$ cat src/rtl/sprite_motion_ctrl.sv
// Frame-synchronous player motion: debounced switches, accelerating step, wall clamp.
// Latency: o_x/o_y/updated change on the 5th edge after VS falls; no backpressure (free-running).
module sprite_motion_ctrl #(
  parameter int X_INIT       = 320,
  parameter int Y_INIT       = 240,
  parameter int SIZE         = 30,
  parameter int X_MIN        = 10,
  parameter int X_MAX        = 630,
  parameter int Y_MIN        = 10,
  parameter int Y_MAX        = 470,
  parameter int DEB_CYCLES   = 500000,
  parameter int ACCEL_FRAMES = 8,
  parameter int MAX_STEP     = 4
) (
  input  logic       CLK,
  input  logic       RST_N,
  input  logic       VS,
  input  logic       up_switch,
  input  logic       dn_switch,
  input  logic       left_switch,
  input  logic       right_switch,
  output logic [9:0] o_x,
  output logic [9:0] o_y,
  output logic [3:0] step,
  output logic [3:0] wall_hit,
  output logic       updated
);

  localparam int DCW = $clog2(DEB_CYCLES);
  localparam int HCW = $clog2(ACCEL_FRAMES + 1);
  localparam logic [10:0] X_LO = 11'(X_MIN);
  localparam logic [10:0] X_HI = 11'(X_MAX - SIZE);
  localparam logic [10:0] Y_LO = 11'(Y_MIN);
  localparam logic [10:0] Y_HI = 11'(Y_MAX - SIZE);

  typedef enum logic [1:0] {S_IDLE, S_CALC, S_COMMIT} state_t;

  typedef struct packed {
    logic x_neg;
    logic x_pos;
    logic y_neg;
    logic y_pos;
  } dir_t;

  typedef struct packed {
    logic       lo_hit;
    logic       hi_hit;
    logic [9:0] pos;
  } axis_t;

  // Switch bit order: {up, dn, left, right}
  logic [3:0]     sw_s1, sw_s2, sw_stable;
  logic [DCW-1:0] deb_cnt [4];
  logic           vs_s1, vs_s2, vs_prev, vs_fall;
  logic [3:0]     pressed;
  dir_t           dir_d, dir_q;
  state_t         state, state_nxt;
  logic           snap_en, calc_en, commit_en;
  axis_t          ax, ay;
  logic [9:0]     nx_q, ny_q;
  logic [3:0]     wall_q;
  logic [HCW-1:0] hold_cnt;

  always_ff @(posedge CLK) begin
    if (!RST_N) begin
      sw_s1   <= 4'hF;
      sw_s2   <= 4'hF;
      vs_s1   <= 1'b1;
      vs_s2   <= 1'b1;
      vs_prev <= 1'b1;
    end else begin
      sw_s1   <= {up_switch, dn_switch, left_switch, right_switch};
      sw_s2   <= sw_s1;
      vs_s1   <= VS;
      vs_s2   <= vs_s1;
      vs_prev <= vs_s2;
    end
  end

  assign vs_fall = vs_prev & ~vs_s2;

  // Accept a new level only after DEB_CYCLES consecutive disagreeing samples
  always_ff @(posedge CLK) begin
    if (!RST_N) begin
      sw_stable <= 4'hF;
      for (int i = 0; i < 4; i++) deb_cnt[i] <= '0;
    end else begin
      for (int i = 0; i < 4; i++) begin
        if (sw_s2[i] == sw_stable[i]) begin
          deb_cnt[i] <= '0;
        end else if (deb_cnt[i] == DCW'(DEB_CYCLES - 1)) begin
          sw_stable[i] <= sw_s2[i];
          deb_cnt[i]   <= '0;
        end else begin
          deb_cnt[i] <= deb_cnt[i] + DCW'(1);
        end
      end
    end
  end

  assign pressed     = ~sw_stable;
  assign dir_d.x_neg = pressed[1] & ~pressed[0];
  assign dir_d.x_pos = pressed[0] & ~pressed[1];
  assign dir_d.y_neg = pressed[3] & ~pressed[2];
  assign dir_d.y_pos = pressed[2] & ~pressed[3];

  always_ff @(posedge CLK) begin
    if (!RST_N) state <= S_IDLE;
    else        state <= state_nxt;
  end

  always_comb begin
    state_nxt = state;
    case (state)
      S_IDLE:   if (vs_fall) state_nxt = S_CALC;
      S_CALC:   state_nxt = S_COMMIT;
      S_COMMIT: state_nxt = S_IDLE;
      default:  state_nxt = S_IDLE;
    endcase
  end

  always_comb begin
    snap_en   = 1'b0;
    calc_en   = 1'b0;
    commit_en = 1'b0;
    case (state)
      S_IDLE:   snap_en   = vs_fall;
      S_CALC:   calc_en   = 1'b1;
      S_COMMIT: commit_en = 1'b1;
      default:  ;
    endcase
  end

  function automatic axis_t axis_move(input logic [10:0] cur, input logic [10:0] stp,
                                      input logic [10:0] lo, input logic [10:0] hi,
                                      input logic mv_neg, input logic mv_pos);
    axis_t r;
    r.lo_hit = 1'b0;
    r.hi_hit = 1'b0;
    r.pos    = cur[9:0];
    if (mv_neg) begin
      if (cur < lo + stp) begin
        r.pos    = lo[9:0];
        r.lo_hit = 1'b1;
      end else begin
        r.pos = 10'(cur - stp);
      end
    end else if (mv_pos) begin
      if (cur + stp > hi) begin
        r.pos    = hi[9:0];
        r.hi_hit = 1'b1;
      end else begin
        r.pos = 10'(cur + stp);
      end
    end
    return r;
  endfunction

  assign ax = axis_move({1'b0, o_x}, {7'd0, step}, X_LO, X_HI, dir_q.x_neg, dir_q.x_pos);
  assign ay = axis_move({1'b0, o_y}, {7'd0, step}, Y_LO, Y_HI, dir_q.y_neg, dir_q.y_pos);

  always_ff @(posedge CLK) begin
    if (!RST_N) begin
      dir_q    <= '0;
      nx_q     <= 10'(X_INIT);
      ny_q     <= 10'(Y_INIT);
      wall_q   <= '0;
      o_x      <= 10'(X_INIT);
      o_y      <= 10'(Y_INIT);
      wall_hit <= '0;
      step     <= 4'd1;
      hold_cnt <= '0;
      updated  <= 1'b0;
    end else begin
      updated <= commit_en;
      if (snap_en) dir_q <= dir_d;
      if (calc_en) begin
        nx_q   <= ax.pos;
        ny_q   <= ay.pos;
        wall_q <= {ax.lo_hit, ax.hi_hit, ay.lo_hit, ay.hi_hit};
      end
      if (commit_en) begin
        o_x      <= nx_q;
        o_y      <= ny_q;
        wall_hit <= wall_q;
        // Speed ramps only while some direction is held; any idle frame drops it back to 1
        if (dir_q != '0) begin
          if (hold_cnt == HCW'(ACCEL_FRAMES - 1)) begin
            hold_cnt <= '0;
            if (step < 4'(MAX_STEP)) step <= step + 4'd1;
          end else begin
            hold_cnt <= hold_cnt + HCW'(1);
          end
        end else begin
          step     <= 4'd1;
          hold_cnt <= '0;
        end
      end
    end
  end

endmodule

$ cat config.mk
export PLATFORM = sky130hd
export DESIGN_NAME = sprite_motion_ctrl
export DESIGN_NICKNAME = d
export VERILOG_FILES = /design/src/rtl/sprite_motion_ctrl.sv
export SDC_FILE = /design/constraint.sdc
export NUM_CORES = 1
export LEC_CHECK = 0
export CORE_MARGIN = 2
export CORE_UTILIZATION = 40
export DETAILED_ROUTE_END_ITERATION = 10
export SYNTH_ARGS = -nofsm -noshare
export SYNTH_HDL_FRONTEND = slang
export SYNTH_SLANG_ARGS = --single-unit
$ cat constraint.sdc
create_clock -name CLK -period 4.7 [get_ports CLK]
set_clock_uncertainty 0.15 [all_clocks]
set_input_delay 0.94 -clock CLK [delete_from_list [all_inputs] [get_ports CLK]]
set_output_delay 0.94 -clock CLK [all_outputs]
set_load 0.02 [all_outputs]
Word-level counts from Yosys, hierarchy flattened
Memory sizes are Yosys's and may differ from the RTL's.
Cells that the tools add are included.
{"block": "totals", "ramBits": 76, "wordCells": 171, "rom_bits": 0, "latch_bits": 0, "n_memories": 1, "regBits": 78}
{"block": "classes", "div": 0, "n_lt_le_gt_ge": 5, "reduce_logical": 7, "eq_ne": 14, "shift": 0, "muxes": 83, "mul": 0, "bitwise_logic": 27, "addsub": 11}
{"memory": "deb_cnt", "depth": 4, "width": 19, "read_ports": 4, "rd_clocked_by_memory_dff": 0, "write_ports": 4, "line": "53", "text": "logic [DCW-1:0] deb_cnt [4];"}
{"op": "19-bit 2-to-1 mux", "n": 12}
{"op": "19-bit by 1-bit adder with 19-bit output, second input constant", "n": 4}
{"op": "19-bit equality test, second input constant", "n": 4}
{"op": "10-bit 2-to-1 mux", "n": 6}
{"op": "1-bit 2-to-1 mux", "n": 56}
{"op": "10-bit by 4-bit adder with 11-bit output", "n": 2}
{"op": "11-bit 2-to-1 mux", "n": 2}
{"op": "4-bit 2-to-1 mux", "n": 5}
{"op": "10-bit by 4-bit subtractor with 10-bit output", "n": 2}
{"op": "1-bit bitwise OR", "n": 12}
{"op": "11-bit by 10-bit > comparator with 1-bit output, second input constant", "n": 1}
{"op": "11-bit by 9-bit > comparator with 1-bit output, second input constant", "n": 1}
{"op": "10-bit by 11-bit < comparator with 1-bit output", "n": 1}
{"op": "10-bit by 5-bit < comparator with 1-bit output", "n": 1}
{"op": "1-bit NOT", "n": 9}
{"op": "4-bit by 1-bit adder with 4-bit output, second input constant", "n": 2}
{"op": "2-bit AND reduction", "n": 4}
{"op": "4-bit by 4-bit adder with 5-bit output, first input constant", "n": 1}
{"op": "1-bit AND", "n": 5}
{"op": "1-bit equality test", "n": 4}
{"op": "4-bit by 3-bit equality test with 1-bit output, second input constant", "n": 1}
{"op": "4-bit by 3-bit < comparator with 1-bit output, second input constant", "n": 1}
{"op": "2-bit by 1-bit inequality test with 1-bit output, second input constant", "n": 2}
{"op": "4-bit NOT", "n": 1}
{"op": "other kinds (8)", "n": 8}

Longest topological paths before layout
{"block": "depth", "word_depth": 7, "depth_mapped": 10, "ltp_nobuf": 10}

Worst setup path before layout
OpenSTA, ideal clock, no wires.
{"block": "synth_timing", "kind": "flip-flop to flip-flop", "startpoint": "register step[1]", "endpoint": "register ny_q[4]", "n_path_buf": 0, "path_slack_ps": 1658, "path_stages_with_launch": 11, "setup_ps": 141, "arrival_time_ps": 2751, "cell_sequence": "dfxtp_1 -> ha_1 -> xor2_1 -> ha_1 -> o21ai_0 -> a21oi_1 -> o41ai_1 -> nand2b_1 -> nand3_1 -> a22oi_1 -> o211ai_1"}
{"block": "synth_between", "elab_chain_len": 5}
{"item": "start, declared", "line": "24", "text": "output logic [3:0] step,"}
{"item": "start signal, assigned", "line": "190", "text": "if (step < 4'(MAX_STEP)) step <= step + 4'd1;"}
{"item": "10-bit by 4-bit adder with 11-bit output", "line": "153", "text": "r.pos = 10'(cur + stp);"}
{"item": "11-bit by 9-bit > comparator with 1-bit output", "line": "149", "text": "if (cur + stp > hi) begin"}
{"item": "10-bit 2-to-1 mux", "line": "149"}
{"item": "11-bit 2-to-1 mux", "line": "148", "text": "end else if (mv_pos) begin"}
{"item": "10-bit 2-to-1 mux (*)", "line": "141", "text": "if (mv_neg) begin"}
{"item": "end signal, assigned", "line": "166", "text": "ny_q <= 10'(Y_INIT);"}
{"item": "end signal, assigned", "line": "179", "text": "ny_q <= ay.pos;"}
{"item": "end, declared", "line": "60", "text": "logic [9:0] nx_q, ny_q;"}
Every way passes the cells marked *; elsewhere a longest branch is shown, timed or not.
A chain may end at the register's enable or synchronous reset.

Worst setup path in the final report
{"block": "layout_timing", "startpoint": "register step[1]", "endpoint": "register ny_q[1]"}
The elaborated chain is that of the path after synthesis.

==> metrics.md <==
| Metric | Value |
|---|---|
| Outcome | `complete, no violations` |
| Antenna Cells | `0` |
| TritonCTS Buffers | `17` |
| Post-synthesis cell type count | `81` |
| Chip Width | `153.3 um` |
| CP Data Arrival Time | `3.53 ns` |
| Wire per inst | `14.90 um` |
| Synth Register Bits | `154` |
| WS Path Type | `register to register` |
| Rel. slew slack | `0.3866` |
| Pins Over Slew Limit | `0` |
| # nets final | `1129` |
| CTS H-tree lvls | `4` |
| HP Class | `register to register` |
| Final setup viols | `0` |
| Worst EP required | `4.87 ns` |
| Worst-path clk slew | `0.06 ns` |
| Int Pwr | `2297 uW` |
| Final ANT Viol Nets | `0` |
| Fmax | `297.5 MHz` |
| Worst VDD drop | `between 200 and 250 uV` |
| Io pins | `36` |
| Vias in the first global route | `6836` |
| Die height | `153.3 um` |
| Avg Cell Area, Syn | `8.939 um^2` |
| Rows | `54` |
| Maximum buffer depth of the clock tree | `2` |
| Netlist Area Pre-Place | `8921 um^2` |
| GRT Total Usage | `0.1785` |
| GPL Wtd Cong | `0.8735` |
| Initial antenna violation count | `0` |
| Post-CTS sizing | `0` |
| Clock share of power | `0.460` |
| First-pass GRT wire length | `34.13 mm` |
| Largest net degree at the start of global routing | `66` |
| Synthesis warning total | `0` |
| Initial cell density of the core | `0.4075` |
| Via density | `5.143` |
| Layout Area Growth over Synthesis | `15.58%` |
| Hold buffers post-CTS | `0` |
| Fraction of layout cells with a size suffix above 1 | `0.05359` |
| Clk_lat worst skew | `0.43 ns` |
| Setup Buffers After CTS | `0` |
| Part of the cycle the worst path needs | `0.7151` |
| Comb power frac | `0.037` |
| CTS tree | `built` |
| Place WS | `~1.3 ns` |
| Total negative slack | `0 ns` |
| Crit path max fanout | `12` |
| Crit. End Element | `register` |
| Fraction of registers with async set/reset | `0` |
| Core ar. | `21890 um^2` |
| Clock root buffer | `clkbuf_16` |
| I/O Buffers | `35` |
| Die ar. | `between 20000 and 25000 um^2` |
| Net Sw Frac | `0.2201` |
| Post-DP HPWL | `about 14 mm` |
| Sequential-to-total area share from yosys stat | `0.4309` |
| Synth Flop Type | `dfxtp_1` |
| Final WS setup | `roughly 1.3 ns` |
| Gate Count Post-Synth | `998` |
| Max_cap viols | `0` |
| Tmin final | `roughly 3.4 ns` |
| Slew @ Worst Pin | `approximately 0.92 ns` |
| Via Count | `7103` |
| Drt initial violations | `422` |
| Switching power total | `between 600 and 700 uW` |
| Final hold vios | `0` |
| Unrepaired setup endpoints after global routing | `no` |
| Pre-Repair DR Iteration Count | `5` |
| Worst setup SP type | `register` |
| Final core utilization | `0.4710` |
| Number of synthesized flops with an enable pin | `76` |
| Leak | `0.003734 uW` |
| Share of power burned in registers | `0.504` |
| Pwr/cell area | `285.6 nW/um^2` |
| # DRC | `0` |
| CTS Sinks | `~150` |
| Total length of routed wires | `20.58 mm` |
| Gr ovfl total | `0` |
## through the flow
step	instances	hold WS [ns]	instance area, um^2	power, uW
3_5_place_dp	1349	0.2534	9743	1618
5_1_grt	1381	0.2968	10310	3057
3_3_place_gp	1349	0.2488	9743	1618
4_1_cts	1381	0.2738	10310	2973
2_1_floorplan	1073	0.2363	9203	1584
6_report	1381	0.2643	10310	2945
## metal layers
layer	wire (um)	GRT usage	up-vias
li1	-	-	3611
met1	9977	0.2374	3314
met2	9541	0.2921	144
met3	734	0.03828	34
met4	329	0.05548	0
met5	0	0	-
## final timing paths
kind,start,endpoint,slack [ns],depth (start not counted)
worst max-delay path,step[1]$_SDFFE_PN0P_,ny_q[1]$_SDFFE_PN0N_,1.34,9
worst min-delay path,sw_s1[1]$_SDFF_PN1_,sw_s2[1]$_SDFF_PN1_,0.26,1
worst min register to register,sw_s1[1]$_SDFF_PN1_,sw_s2[1]$_SDFF_PN1_,0.26,1
worst max register to register,step[1]$_SDFFE_PN0P_,ny_q[1]$_SDFFE_PN0N_,1.34,9
## critical path: stages, from the launching register on
cell       delay [ns]
dfxtp_1          0.68
inv_1            0.22
ha_1             0.34
and2b_1          0.27
o21ai_2          0.12
a2111oi_1        0.48
a211oi_2         0.12
o21ai_1          0.46
o22ai_1          0.16
o31a_1           0.25
## layout make-up
type	count	area, um^2
multi-input cells	844	5042
repair buffers	42	397.9
fillers	2131	11580
clock buffers	24	471.7
flip-flops and latches	154	3844
inverters	29	108.9
clock inverters	8	96.34
well taps	280	350.3
## flip-flops by register name, indices dropped and copies added, names as in the netlist, 10 cells and up
signal and count:
nx_q 10, o_x 10, ny_q 10, deb_cnt 76, o_y 10
## cell usage after synthesis, types with 20 or more instances
| library cell | instances | area share |
|---|---|---|
| nor2_1 | 141 | 0.059 |
| nand2_1 | 128 | 0.054 |
| dfxtp_1 | 78 | 0.18 |
| edfxtp_1 | 76 | 0.26 |
| xor2_1 | 49 | 0.048 |
| nand3_1 | 44 | 0.025 |
| a21oi_1 | 39 | 0.022 |
| xnor2_1 | 39 | 0.038 |
| o21ai_0 | 38 | 0.021 |
| clkbuf_1 | 31 | 0.013 |
| ha_1 | 29 | 0.041 |
| inv_1 | 28 | 0.012 |
| nor2b_1 | 23 | 0.016 |
| nand2b_1 | 20 | 0.014 |
## cells in the final DEF, fill, tap and decap left out, drive strengths merged, types with 8 or more instances in the layout
| cell | instances |
|---|---|
| buf | 8 |
| a21oi | 40 |
| ha | 29 |
| nand2b | 20 |
| and3 | 18 |
| nor4 | 10 |
| nor2 | 142 |
| nor3 | 10 |
| nand4 | 16 |
| a21boi | 17 |
| nand3 | 44 |
| or2 | 8 |
| clkdlybuf4s50 | 34 |
| or3 | 8 |
| clkbuf | 24 |
| conb | 76 |
| xor2 | 49 |
| edfxtp | 76 |
| nand2 | 129 |
| dfxtp | 78 |
| xnor2 | 39 |
| nor2b | 23 |
| o211ai | 15 |
| a31oi | 9 |
| o21ai | 41 |
| inv | 30 |
## power groups by stage
stage	Clock (uW)	Combinational (uW)	Sequential (uW)
floorplan	0	82.7	1500
global placement	0	107	1510
detailed placement	0	106	1510
CTS	1380	107	1480
global route	1450	123	1490
finish	1350	108	1480
## cells by family after synthesis
group / after synthesis / synth area share
and+or+nand+nor: 460 / 0.2473
AOI/OAI and AO/OA: 178 / 0.1383
DFF: 154 / 0.4309
xor gates and xnor gates: 88 / 0.08640
buffers and inverters: 75 / 0.03576
adders and majority gates: 34 / 0.05189
muxes: 8 / 0.009117
other: 1 / 0.0004204
Note: power is estimated with default switching activity, not from simulation.
